File: config.mk
export PLATFORM = sky130hd
export DESIGN_NAME = decode_stage
export DESIGN_NICKNAME = d
export VERILOG_FILES = /design/src/rtl/cpu_pkg.sv /design/src/rtl/reg_file.sv /design/src/rtl/decode_stage.sv
export SDC_FILE = /design/constraint.sdc
export NUM_CORES = 1
export LEC_CHECK = 0
export ABC_AREA = 1
export CAP_MARGIN = 40
export CORE_ASPECT_RATIO = 1.5
export CORE_MARGIN = 5
export CORE_UTILIZATION = 40
export DETAILED_ROUTE_END_ITERATION = 8
export PLACE_DENSITY = 0.58
export SLEW_MARGIN = 40
export SYNTH_ARGS = -nofsm -noshare
export SYNTH_HDL_FRONTEND = slang
export SYNTH_HIERARCHICAL = 1
export SYNTH_SLANG_ARGS = --single-unit
File: constraint.sdc
create_clock -name clk -period 1.6 [get_ports clk]
set_input_delay 0.32 -clock clk [delete_from_list [all_inputs] [get_ports clk]]
set_output_delay 0.32 -clock clk [all_outputs]
set_load 0.1 [all_outputs]
File: src/rtl/cpu_pkg.sv
// -----------------------------------------------------------------------------
// cpu_pkg
// Shared definitions for the 16-bit RISC pipeline: ALU opcodes, instruction
// field positions and widths, register specifier width, and a helper that
// splits an instruction word into its fields.
// -----------------------------------------------------------------------------
package cpu_pkg;

  localparam int INSTR_W    = 16;
  localparam int REG_ADDR_W = 3;
  localparam int IMM_W      = 7;
  localparam int OP_W       = 2;

  // Field positions (LSB of each field)
  localparam int OP_LSB  = 14;
  localparam int IMM_BIT = 13;
  localparam int RD_LSB  = 10;
  localparam int RS1_LSB = 7;
  localparam int RS2_LSB = 4;
  localparam int IMM_LSB = 0;

  // ALU opcodes
  localparam logic [OP_W-1:0] OP_ADD   = 2'b00;
  localparam logic [OP_W-1:0] OP_SUB   = 2'b01;
  localparam logic [OP_W-1:0] OP_SHIFT = 2'b10;
  localparam logic [OP_W-1:0] OP_NAND  = 2'b11;

  typedef struct packed {
    logic [OP_W-1:0]       op;
    logic                  imm;
    logic [REG_ADDR_W-1:0] rd;
    logic [REG_ADDR_W-1:0] rs1;
    logic [REG_ADDR_W-1:0] rs2;
    logic [IMM_W-1:0]      imm7;
  } instr_fields_t;

  // rs2 and imm7 overlap; the consumer picks one based on the imm bit.
  function automatic instr_fields_t decode_instr(input logic [INSTR_W-1:0] w);
    instr_fields_t f;
    f.op   = w[OP_LSB +: OP_W];
    f.imm  = w[IMM_BIT];
    f.rd   = w[RD_LSB +: REG_ADDR_W];
    f.rs1  = w[RS1_LSB +: REG_ADDR_W];
    f.rs2  = w[RS2_LSB +: REG_ADDR_W];
    f.imm7 = w[IMM_LSB +: IMM_W];
    return f;
  endfunction

endpackage

File: src/rtl/reg_file.sv
// -----------------------------------------------------------------------------
// reg_file
// NUM_REGS x DATA_W register file, two combinational read ports, one write
// port. R0 always reads zero and ignores writes.
// Optional feature macro: DECODE_BYPASS_EN -- when defined, a write in the
// current cycle to a register being read is forwarded to the read port.
//
// Ports:
//   clk, rst_n            clock, asynchronous active-low reset (clears all)
//   raddr1/rdata1         read port 1
//   raddr2/rdata2         read port 2
//   wen/waddr/wdata       write port, applied at the rising edge
// -----------------------------------------------------------------------------
module reg_file
  import cpu_pkg::*;
#(
  parameter int NUM_REGS = 8,
  parameter int DATA_W   = 16
) (
  input  logic                  clk,
  input  logic                  rst_n,
  input  logic [REG_ADDR_W-1:0] raddr1,
  output logic [DATA_W-1:0]     rdata1,
  input  logic [REG_ADDR_W-1:0] raddr2,
  output logic [DATA_W-1:0]     rdata2,
  input  logic                  wen,
  input  logic [REG_ADDR_W-1:0] waddr,
  input  logic [DATA_W-1:0]     wdata
);

  logic [DATA_W-1:0] mem_r [NUM_REGS];

  // Storage update; entry 0 is never written so R0 stays zero.
  always_ff @(posedge clk or negedge rst_n) begin
    if (!rst_n) begin
      for (int i = 0; i < NUM_REGS; i++) begin
        mem_r[i] <= '0;
      end
    end else if (wen && (waddr != '0)) begin
      mem_r[waddr] <= wdata;
    end else begin
      mem_r <= mem_r;
    end
  end

  // Read port 1 with R0 forced to zero and optional write forwarding.
  always_comb begin
    rdata1 = '0;
    if (raddr1 == '0) begin
      rdata1 = '0;
`ifdef DECODE_BYPASS_EN
    end else if (wen && (waddr == raddr1)) begin
      rdata1 = wdata;
`endif
    end else begin
      rdata1 = mem_r[raddr1];
    end
  end

  // Read port 2 with R0 forced to zero and optional write forwarding.
  always_comb begin
    rdata2 = '0;
    if (raddr2 == '0) begin
      rdata2 = '0;
`ifdef DECODE_BYPASS_EN
    end else if (wen && (waddr == raddr2)) begin
      rdata2 = wdata;
`endif
    end else begin
      rdata2 = mem_r[raddr2];
    end
  end

endmodule

File: src/rtl/decode_stage.sv
// -----------------------------------------------------------------------------
// decode_stage
// Decode and operand-fetch stage. Accepts instructions over valid/ready,
// reads operands from reg_file, tracks in-flight destinations with a
// one-bit-per-register scoreboard and stalls on RAW hazards, then presents
// op/a/b/rd to the ALU stage through a registered valid/ready output.
// Optional feature macro: DECODE_BYPASS_EN -- when defined, a write-back in
// the current cycle releases a hazard on that register immediately and its
// data is forwarded into the operands.
//
// Ports:
//   clk, rst_n                 clock, asynchronous active-low reset
//   in_valid/in_ready/instr    instruction input handshake
//   out_valid/out_ready        registered output handshake to the ALU
//   op, a, b, rd               decoded opcode, operands, destination
//   wb_en/wb_addr/wb_data      write-back port from downstream
// -----------------------------------------------------------------------------
module decode_stage
  import cpu_pkg::*;
#(
  parameter int NUM_REGS = 8,
  parameter int DATA_W   = 16
) (
  input  logic                  clk,
  input  logic                  rst_n,
  input  logic                  in_valid,
  output logic                  in_ready,
  input  logic [INSTR_W-1:0]    instr,
  output logic                  out_valid,
  input  logic                  out_ready,
  output logic [OP_W-1:0]       op,
  output logic [DATA_W-1:0]     a,
  output logic [DATA_W-1:0]     b,
  output logic [REG_ADDR_W-1:0] rd,
  input  logic                  wb_en,
  input  logic [REG_ADDR_W-1:0] wb_addr,
  input  logic [DATA_W-1:0]     wb_data
);

  instr_fields_t         fld_s;
  logic [DATA_W-1:0]     rdata1_s;
  logic [DATA_W-1:0]     rdata2_s;
  logic [DATA_W-1:0]     b_sel_s;
  logic [NUM_REGS-1:0]   pending_r;
  logic [NUM_REGS-1:0]   pending_nxt_s;
  logic [NUM_REGS-1:0]   wb_clr_s;
  logic [NUM_REGS-1:0]   pend_eff_s;
  logic                  hazard_s;
  logic                  in_ready_s;
  logic                  accept_s;

  logic                  out_valid_r;
  logic [OP_W-1:0]       op_r;
  logic [DATA_W-1:0]     a_r;
  logic [DATA_W-1:0]     b_r;
  logic [REG_ADDR_W-1:0] rd_r;

  assign fld_s = decode_instr(instr);

  reg_file #(
    .NUM_REGS (NUM_REGS),
    .DATA_W   (DATA_W)
  ) u_reg_file (
    .clk    (clk),
    .rst_n  (rst_n),
    .raddr1 (fld_s.rs1),
    .rdata1 (rdata1_s),
    .raddr2 (fld_s.rs2),
    .rdata2 (rdata2_s),
    .wen    (wb_en),
    .waddr  (wb_addr),
    .wdata  (wb_data)
  );

  // Operand B: zero-extended immediate or the second register read.
  always_comb begin
    b_sel_s = '0;
    if (fld_s.imm) begin
      b_sel_s = {{(DATA_W-IMM_W){1'b0}}, fld_s.imm7};
    end else begin
      b_sel_s = rdata2_s;
    end
  end

  // One-hot mask of the register being written back this cycle.
  always_comb begin
    wb_clr_s = '0;
    for (int i = 0; i < NUM_REGS; i++) begin
      wb_clr_s[i] = wb_en && (wb_addr == REG_ADDR_W'(i));
    end
  end

  // Pending view used for hazard detection; with bypass, a register being
  // written back right now is already considered available.
  always_comb begin
`ifdef DECODE_BYPASS_EN
    pend_eff_s = pending_r & ~wb_clr_s;
`else
    pend_eff_s = pending_r;
`endif
  end

  // RAW hazard, handshake ready and accept.
  always_comb begin
    hazard_s   = in_valid &&
                 (pend_eff_s[fld_s.rs1] || (!fld_s.imm && pend_eff_s[fld_s.rs2]));
    in_ready_s = (!out_valid_r || out_ready) && !hazard_s;
    accept_s   = in_valid && in_ready_s;
  end

  // Scoreboard next state: set on accept beats clear on write-back; R0 never pending.
  always_comb begin
    pending_nxt_s = '0;
    for (int i = 1; i < NUM_REGS; i++) begin
      pending_nxt_s[i] = (accept_s && (fld_s.rd == REG_ADDR_W'(i))) ? 1'b1 :
                         wb_clr_s[i] ? 1'b0 : pending_r[i];
    end
  end

  // Scoreboard register.
  always_ff @(posedge clk or negedge rst_n) begin
    if (!rst_n) begin
      pending_r <= '0;
    end else begin
      pending_r <= pending_nxt_s;
    end
  end

  // Output register: load on accept, drop valid on drain, otherwise hold.
  always_ff @(posedge clk or negedge rst_n) begin
    if (!rst_n) begin
      out_valid_r <= 1'b0;
      op_r        <= '0;
      a_r         <= '0;
      b_r         <= '0;
      rd_r        <= '0;
    end else if (accept_s) begin
      out_valid_r <= 1'b1;
      op_r        <= fld_s.op;
      a_r         <= rdata1_s;
      b_r         <= b_sel_s;
      rd_r        <= fld_s.rd;
    end else if (out_ready) begin
      out_valid_r <= 1'b0;
    end else begin
      out_valid_r <= out_valid_r;
    end
  end

  assign in_ready  = in_ready_s;
  assign out_valid = out_valid_r;
  assign op        = op_r;
  assign a         = a_r;
  assign b         = b_r;
  assign rd        = rd_r;

endmodule

==> impl_results.md, run 1 <==
* #FFs+latches synth at 173
* CP Launch Type: register
* Post-layout util at 0.528
* Gr usage total at 0.235
* DR pass1 iterations at 6
* Mapped cell area at 0.00993 sq mm
* Core outline area at 0.0244 sq mm
* Critical path arrival at 1.75 ns
* Synth Area in Adders at 0
* Required @ worst endpoint at 1.28 ns
* First-pass GRT wire length at 52.2 mm
* CP max FO at 3
* Syn Area/Cell at 6.74 sq um
* TritonCTS Buffers at 17
* Total wire length at 32.8 mm
* CTS tree: done
* # diodes at 0
* Share of the synthesized area in the top cell type at 0.436
* PortBufs at 78
* Yosys warns at 6
* Crit. End Element: output pin
* Hold Slack at 0.351 ns
* Final setup TNS at -4.91 ns
* Tightest Pin Transition at 0.367 ns
* Placed wire-length estimate at 24.3 mm
* H-tree levels at 4
* Register area at 0.00433 sq mm
* Antenna Violating Nets Remaining at 0
* CTS sink count at 173
* Synth area leader: dfrtp_1
* Top post-synthesis cells by area: dfrtp_1 44%, nand2_1 22%, nand3_1 9.0%
* Main combinational cell family by area after synthesis: simple AND/OR/NAND/NOR gates
* Multi-input gate area at 0.00441 sq mm
* # fillers at 2,360
* Most frequent cells in the layout: 562 x nand2_1, 178 x nand3_1, 172 x dfrtp_1
* Fraction of layout instances using a drive strength above 1 at 0.146
* Clk_lat worst skew at 0.44 ns
* Io pins at 79
* Area grow syn2layout at 29.9%
* PwrDens at 1330 mW/mm^2
* GRT Residual Overflow at 0
* Crit share post-route at 1.29
* Clock transition at the registers of the reported paths at 0.07 ns
* Via Count at 9,745
* Initial Util at 0.406
* Post-synthesis simple-gate area fraction at 0.373
* Status: finished, violations left
* DR WL met3 at 1.60 mm
* Post-synthesis mux area share at 0
* Die width at 139 um
* Routed met2 length at 16.7 mm
* Commonest non-fill, non-tap cell in the layout: nand2_1
* RSZ-0062 raised after global routing: yes
* Vias per cell at 5.07
* Final hold vios at 0
* Slew HR at 0.756
* Fin cells at 1,923
* Max-slew violations at 0
* Worst Slack Setup Final at -0.465 ns
* Syn Inst Count at 1,473
* Initial antenna violation count at 0
* Num rows at 70
* VDD IR max at 0.808 mV
* Metal-1 WL at 12.9 mm
* Synth Area in Compound Gates at 0.0642
* Sequential area share after synthesis at 0.436
* Distinct cells, synth at 21
* RePlAce Congestion at 0.937
* Die area at 0.0281 sq mm
* CTS root buffer: clkbuf_16
* Post-DR wirelength/cell at 17.1 um
* Vias in the first global route at 9,647
* Syn nets at 1,513
* Max cap viols at 0
* Clock skew at 0.00984 ns
* Clock tree buffer depth at 2
* R2R setup slack at -0.17 ns
* Final setup fails at 38
* Lkg Pwr at 0.00690 uW
* Layout net count at 1,626
* Peak Freq at 484 MHz
* Drt drc at 0
* Hold Crit Class: in -> async
* Setup CP Type: reg -> out
* Fin crit period at 2.07 ns
* Die Y at 203 um
* Cells after DPL at 1,884
* Failing checks: negative setup slack
* 1st-iter DRT viols at 766
* Top layer in use: met4
* Xor and xnor area share after synthesis at 0
* Pre-CTS setup slack at -0.611 ns
* Largest net degree at the start of global routing at 41
==> registers in the layout (all words and copies together), names as in the netlist <==
signal            count
u_reg_file/mem_r    128
out_valid             1
a                    16
rd                    3
pend_eff_s            7
op                    2
b                    16
==> synth_stat cells <==
master,number
buf_1,1
buf_2,47
buf_4,14
buf_6,9
clkbuf_1,34
dfrtp_1,173
inv_1,175
inv_2,8
nand2_1,576
nand2_2,4
nand3_1,179
nand3_2,2
nand4_1,37
nand4_4,1
nor2_1,82
nor2_2,4
nor3_4,1
o21a_1,1
o21ai_0,98
o21ai_1,25
o31ai_1,2
==> through the flow <==
stage	area (sq um)	power (uW)
6_report	12900	17100
5_1_grt	12900	18000
4_1_cts	12700	17100
3_5_place_dp	12200	13000
3_3_place_gp	12200	13000
2_1_floorplan	9970	10200
==> report_power, final <==
| part | switching (uW) | internal, uW |
|---|---|---|
| clock | 1750 | 2260 |
| sequential | 669 | 5260 |
| combinational | 4600 | 2550 |
==> area by class of cell <==
| cell class | count | area share |
|---|---|---|
| clock inverter | 9 | 0.00679 |
| timing repair buffer | 199 | 0.194 |
| multi-input combinational | 1012 | 0.342 |
| sequential | 173 | 0.336 |
| clock buffer | 23 | 0.0371 |
| tap | 324 | 0.0314 |
| inverter | 183 | 0.0532 |
==> worst max-delay path, cell delays in order (launching register included) <==
cell and delay, ns:
dfrtp_1 0.42, nand2_2 0.08, nand2_1 0.07, nand2_1 0.04, nand2_1 0.07, nor2_2 0.04
nor2_2 0.14, nor2_4 0.06, o21a_4 0.22, buf_12 0.16
==> per-layer routing <==
layer,global-route usage,vias up
met2,0.420,328
met4,0.116,0
met3,0.0365,74
li1,-,4782
met5,0,-
met1,0.273,4561
==> timing repair <==
| item | in CTS | in global routing |
|---|---|---|
| gates cloned | 0 | 3 |
| endpoints found under the hold margin | 26 | 0 |
| setup endpoints to repair | 35 | 32 |
| gates resized for setup | 6 | 23 |
| buffers inserted | 0 | 3 |
| hold buffers | 1 | 0 |
| pin swaps | 1 | 8 |
==> worst paths after layout <==
| path | end | start | depth (start not counted) |
|---|---|---|---|
| max in group asynchronous | u_reg_file/mem_r[122] | rst_n | 3 |
| worst max-delay path | in_ready | pend_eff_s[5] | 9 |
| min in group clk | u_reg_file/mem_r[114] | u_reg_file/mem_r[114] | 0 |
| worst max register to register | a[13] | pend_eff_s[4] | 12 |
| worst min-delay path | rd[2] | rst_n | 2 |
| worst min register to register | u_reg_file/mem_r[114] | u_reg_file/mem_r[114] | 0 |
==> kinds of logic after synthesis <==
kind of cell / Yosys count
AND/OR/NAND/NOR: 886
buffers and inverters: 288
flip-flops: 173
AO/OA/AOI/OAI: 126
Power figures use the tool's default switching activity.
==> inputs of run 2 (changes only) <==
--- a/config.mk
+++ b/config.mk
@@ -12,6 +12,7 @@
 export CORE_UTILIZATION = 40
 export DETAILED_ROUTE_END_ITERATION = 8
 export PLACE_DENSITY = 0.58
+export SETUP_SLACK_MARGIN = 0.5
 export SLEW_MARGIN = 40
 export SYNTH_ARGS = -nofsm -noshare
 export SYNTH_HDL_FRONTEND = slang
==> run 2 against run 1 <==
  * The flow still finishes with violations (negative setup slack)
  * Largest power group unchanged
  * Sequential share of layout area down 1.1 points
  * Design area up 4.5%
  * Wire length up 3.0%
  * Non-clock buffer count up 35
  * Critical endpoint unchanged
  * Clock skew down 0.00092 ns
  * Total power up 6.0%
  * First-iteration DRC count up 4.2%
  * Worst setup slack worse by 0.030 ns
  * Utilization up 2.4 points
  * Combinational power up 8.0%
==> impl_results.md, run 2 (same netlist as run 1, synthesis figures left out) <==
* Status: finished, violations left
* Failing checks: negative setup slack
* Largest net degree at the start of global routing at 43 (+4.9%)
* Most frequent cells in the layout: 529 x nand2_1, 176 x nand3_1, 175 x inv_1
* Placed wire-length estimate at 23.5 mm (-3.6%)
* Required @ worst endpoint at 1.28 ns (about the same)
* First-pass GRT wire length at 53.8 mm (+3.1%)
* DR pass1 iterations at 5 (-1)
* Drt drc at 0 (unchanged)
* Terminus of the critical flop-to-flop path: b[7]
* Initial antenna violation count at 0 (unchanged)
* Total power at 18,100 uW (+6.0%)
* CTS sink count at 173 (unchanged)
* P_int at 10,900 uW (+7.9%)
* Lkg Pwr at 0.00711 uW (+3.1%)
* Final setup TNS at -19.29 ns (-14.38 ns)
* Fraction of layout instances using a drive strength above 1 at 0.213 (+0.0666)
* Worst-case reg-to-reg path depth at 15 (+3)
* TritonCTS Buffers at 17 (unchanged)
* Post-layout util at 0.552 (+0.0236)
* Crit. End Element: output pin
* Total wire length at 33.8 mm (+3.0%)
* Largest Register: u_reg_file/mem_r
* Commonest non-fill, non-tap cell in the layout: nand2_1
* RSZ-0062 raised after global routing: yes
* Vias per cell at 5.08 (+0.23%)
* RePlAce Congestion at 0.895 (-4.4%)
* Post-DR wirelength/cell at 17.3 um (+1.1%)
* Die Y at 203 um (unchanged)
* Clock skew at 0.00892 ns (-0.000919 ns)
* Hold Slack at 0.349 ns (-0.00198 ns)
* Via Count at 9,945 (+2.1%)
* Logic gate share of total power at 0.426 (+0.007)
* PortBufs at 78 (unchanged)
* Initial Util at 0.406 (unchanged)
* Worst Slack Setup Final at -0.495 ns (-0.0298 ns)
* NetSw at 7250 uW (+3.3%)
* Peak Freq at 477 MHz (-1.4%)
* CP Launch Type: register
* Die width at 139 um (unchanged)
* Part of the power in registers at 0.329 (-0.018)
* Area grow syn2layout at 35.7%
* Max cap viols at 0 (unchanged)
* Slew HR at 0.763 (+0.00708)
* Antenna Violating Nets Remaining at 0 (unchanged)
* Final hold vios at 0 (unchanged)
* Tightest Pin Transition at 0.356 ns (-0.0106 ns)
* CTS root buffer: clkbuf_16
* Fin crit period at 2.10 ns (+0.0298 ns)
* Vias in the first global route at 9,901 (+2.6%)
* Die area at 0.0281 sq mm (unchanged)
* Core outline area at 0.0244 sq mm (unchanged)
* Sw Ratio at 0.400 (-0.0106)
* Clock transition at the registers of the reported paths at 0.07 ns (about the same)
* CTS tree: done
* H-tree levels at 4 (unchanged)
* Gr usage total at 0.241 (+0.00667)
* FF-to-FF Start: pend_eff_s[4]
* CP max FO at 3 (unchanged)
* Num rows at 70 (unchanged)
* Layout net count at 1,661 (+2.2%)
* VDD IR max at 0.913 mV (+13%)
* Clock tree buffer depth at 2 (unchanged)
* Critical path arrival at 1.78 ns (+0.03 ns)
* 1st-iter DRT viols at 798 (+4.2%)
* Io pins at 79 (unchanged)
* R2R setup slack at -0.46 ns (-0.29 ns)
* # diodes at 0 (unchanged)
* Max-slew violations at 0 (unchanged)
* PwrDens at 1350 mW/mm^2 (+1.5%)
* Final setup fails at 46 (+21%)
* Clock Power Share at 0.245 (+0.010)
* Number of flip-flops in the largest register at 128 (unchanged)
* Setup CP Type: reg -> out
* Crit share post-route at 1.31 (+0.0186)
* Clk_lat worst skew at 0.44 ns (about the same)
* GRT Residual Overflow at 0 (unchanged)
* Hold Crit Class: in -> async
[run 2: cell types whose count changed in the layout (fill, tap and decap cells not counted), moves of 4 or more]
cell | before | now
nand2_4 | 1 | 13
buf_6 | 2 | 6
dfrtp_1 | 172 | 135
buf_4 | 86 | 116
nand2_2 | 17 | 38
o21ai_2 | 0 | 6
nand2_1 | 562 | 529
inv_2 | 12 | 7
inv_1 | 171 | 175
o21ai_0 | 95 | 91
dfrtp_2 | 0 | 37
[run 2: worst max path at each step]
stage                             start        to  slack [ns]  cells after the start
after floorplan               out_valid  in_ready       -0.07                      4
after global placement         instr[5]      b[5]       -0.57                     12
after detailed placement       instr[9]     a[10]       -0.59                     11
after CTS                 pend_eff_s[5]  in_ready       -0.46                      9
after global routing      pend_eff_s[5]  in_ready       -0.57                      9
final                     pend_eff_s[5]  in_ready       -0.50                      9
[run 2: cell type report]
class	instances	area, sq um
fillers	2282	11000
flip-flops and latches	173	4380
multi-input cells	1012	4580
repair buffers	234	2800
clock inverters	14	190
well taps	324	405
inverters	183	689
clock buffers	18	429
[run 2: what timing repair did]
action	4_1_cts	5_1_grt
setup endpoints to repair	196	91
endpoints found under the hold margin	28	0
resized for setup	20	70
buffers inserted	16	27
hold buffers	1	0
gates cloned	4	2
pin swaps	6	9
[run 2: routing by layer]
layer / up-vias / wire, um / global-route usage
li1: 4853 / - / -
met1: 4648 / 13000 / 0.280
met2: 364 / 17100 / 0.423
met3: 80 / 1770 / 0.0351
met4: 0 / 2010 / 0.143
met5: - / 0 / 0
[run 2: per-stage QoR]
stage / cells / cell area (sq um) / worst slack [ns]
2_1_floorplan: 1473 / 10100 / -0.0711
3_3_place_gp: 1876 / 12200 / -0.569
3_5_place_dp: 1876 / 12200 / -0.587
4_1_cts: 1929 / 13000 / -0.463
5_1_grt: 1958 / 13500 / -0.571
6_report: 1958 / 13500 / -0.495
[run 2: critical path, stage by stage, from the launching register on]
cell	delay [ns]
dfrtp_1	0.42
nand2_1	0.09
nand2_1	0.07
nand2_1	0.05
nand2_1	0.09
nor2_2	0.04
nor2_2	0.14
nor2_4	0.06
o21a_4	0.20
buf_12	0.16
[run 2: power by group through the flow]
stage               combinational [uW]  sequential, uW  clock, uW
detailed placement                7010            6040          0
global route                      8290            6070       4690
global placement                  6970            6010          0
floorplan                         2240            8040          0
CTS                               7180            5960       4510
finish                            7730            5970       4430
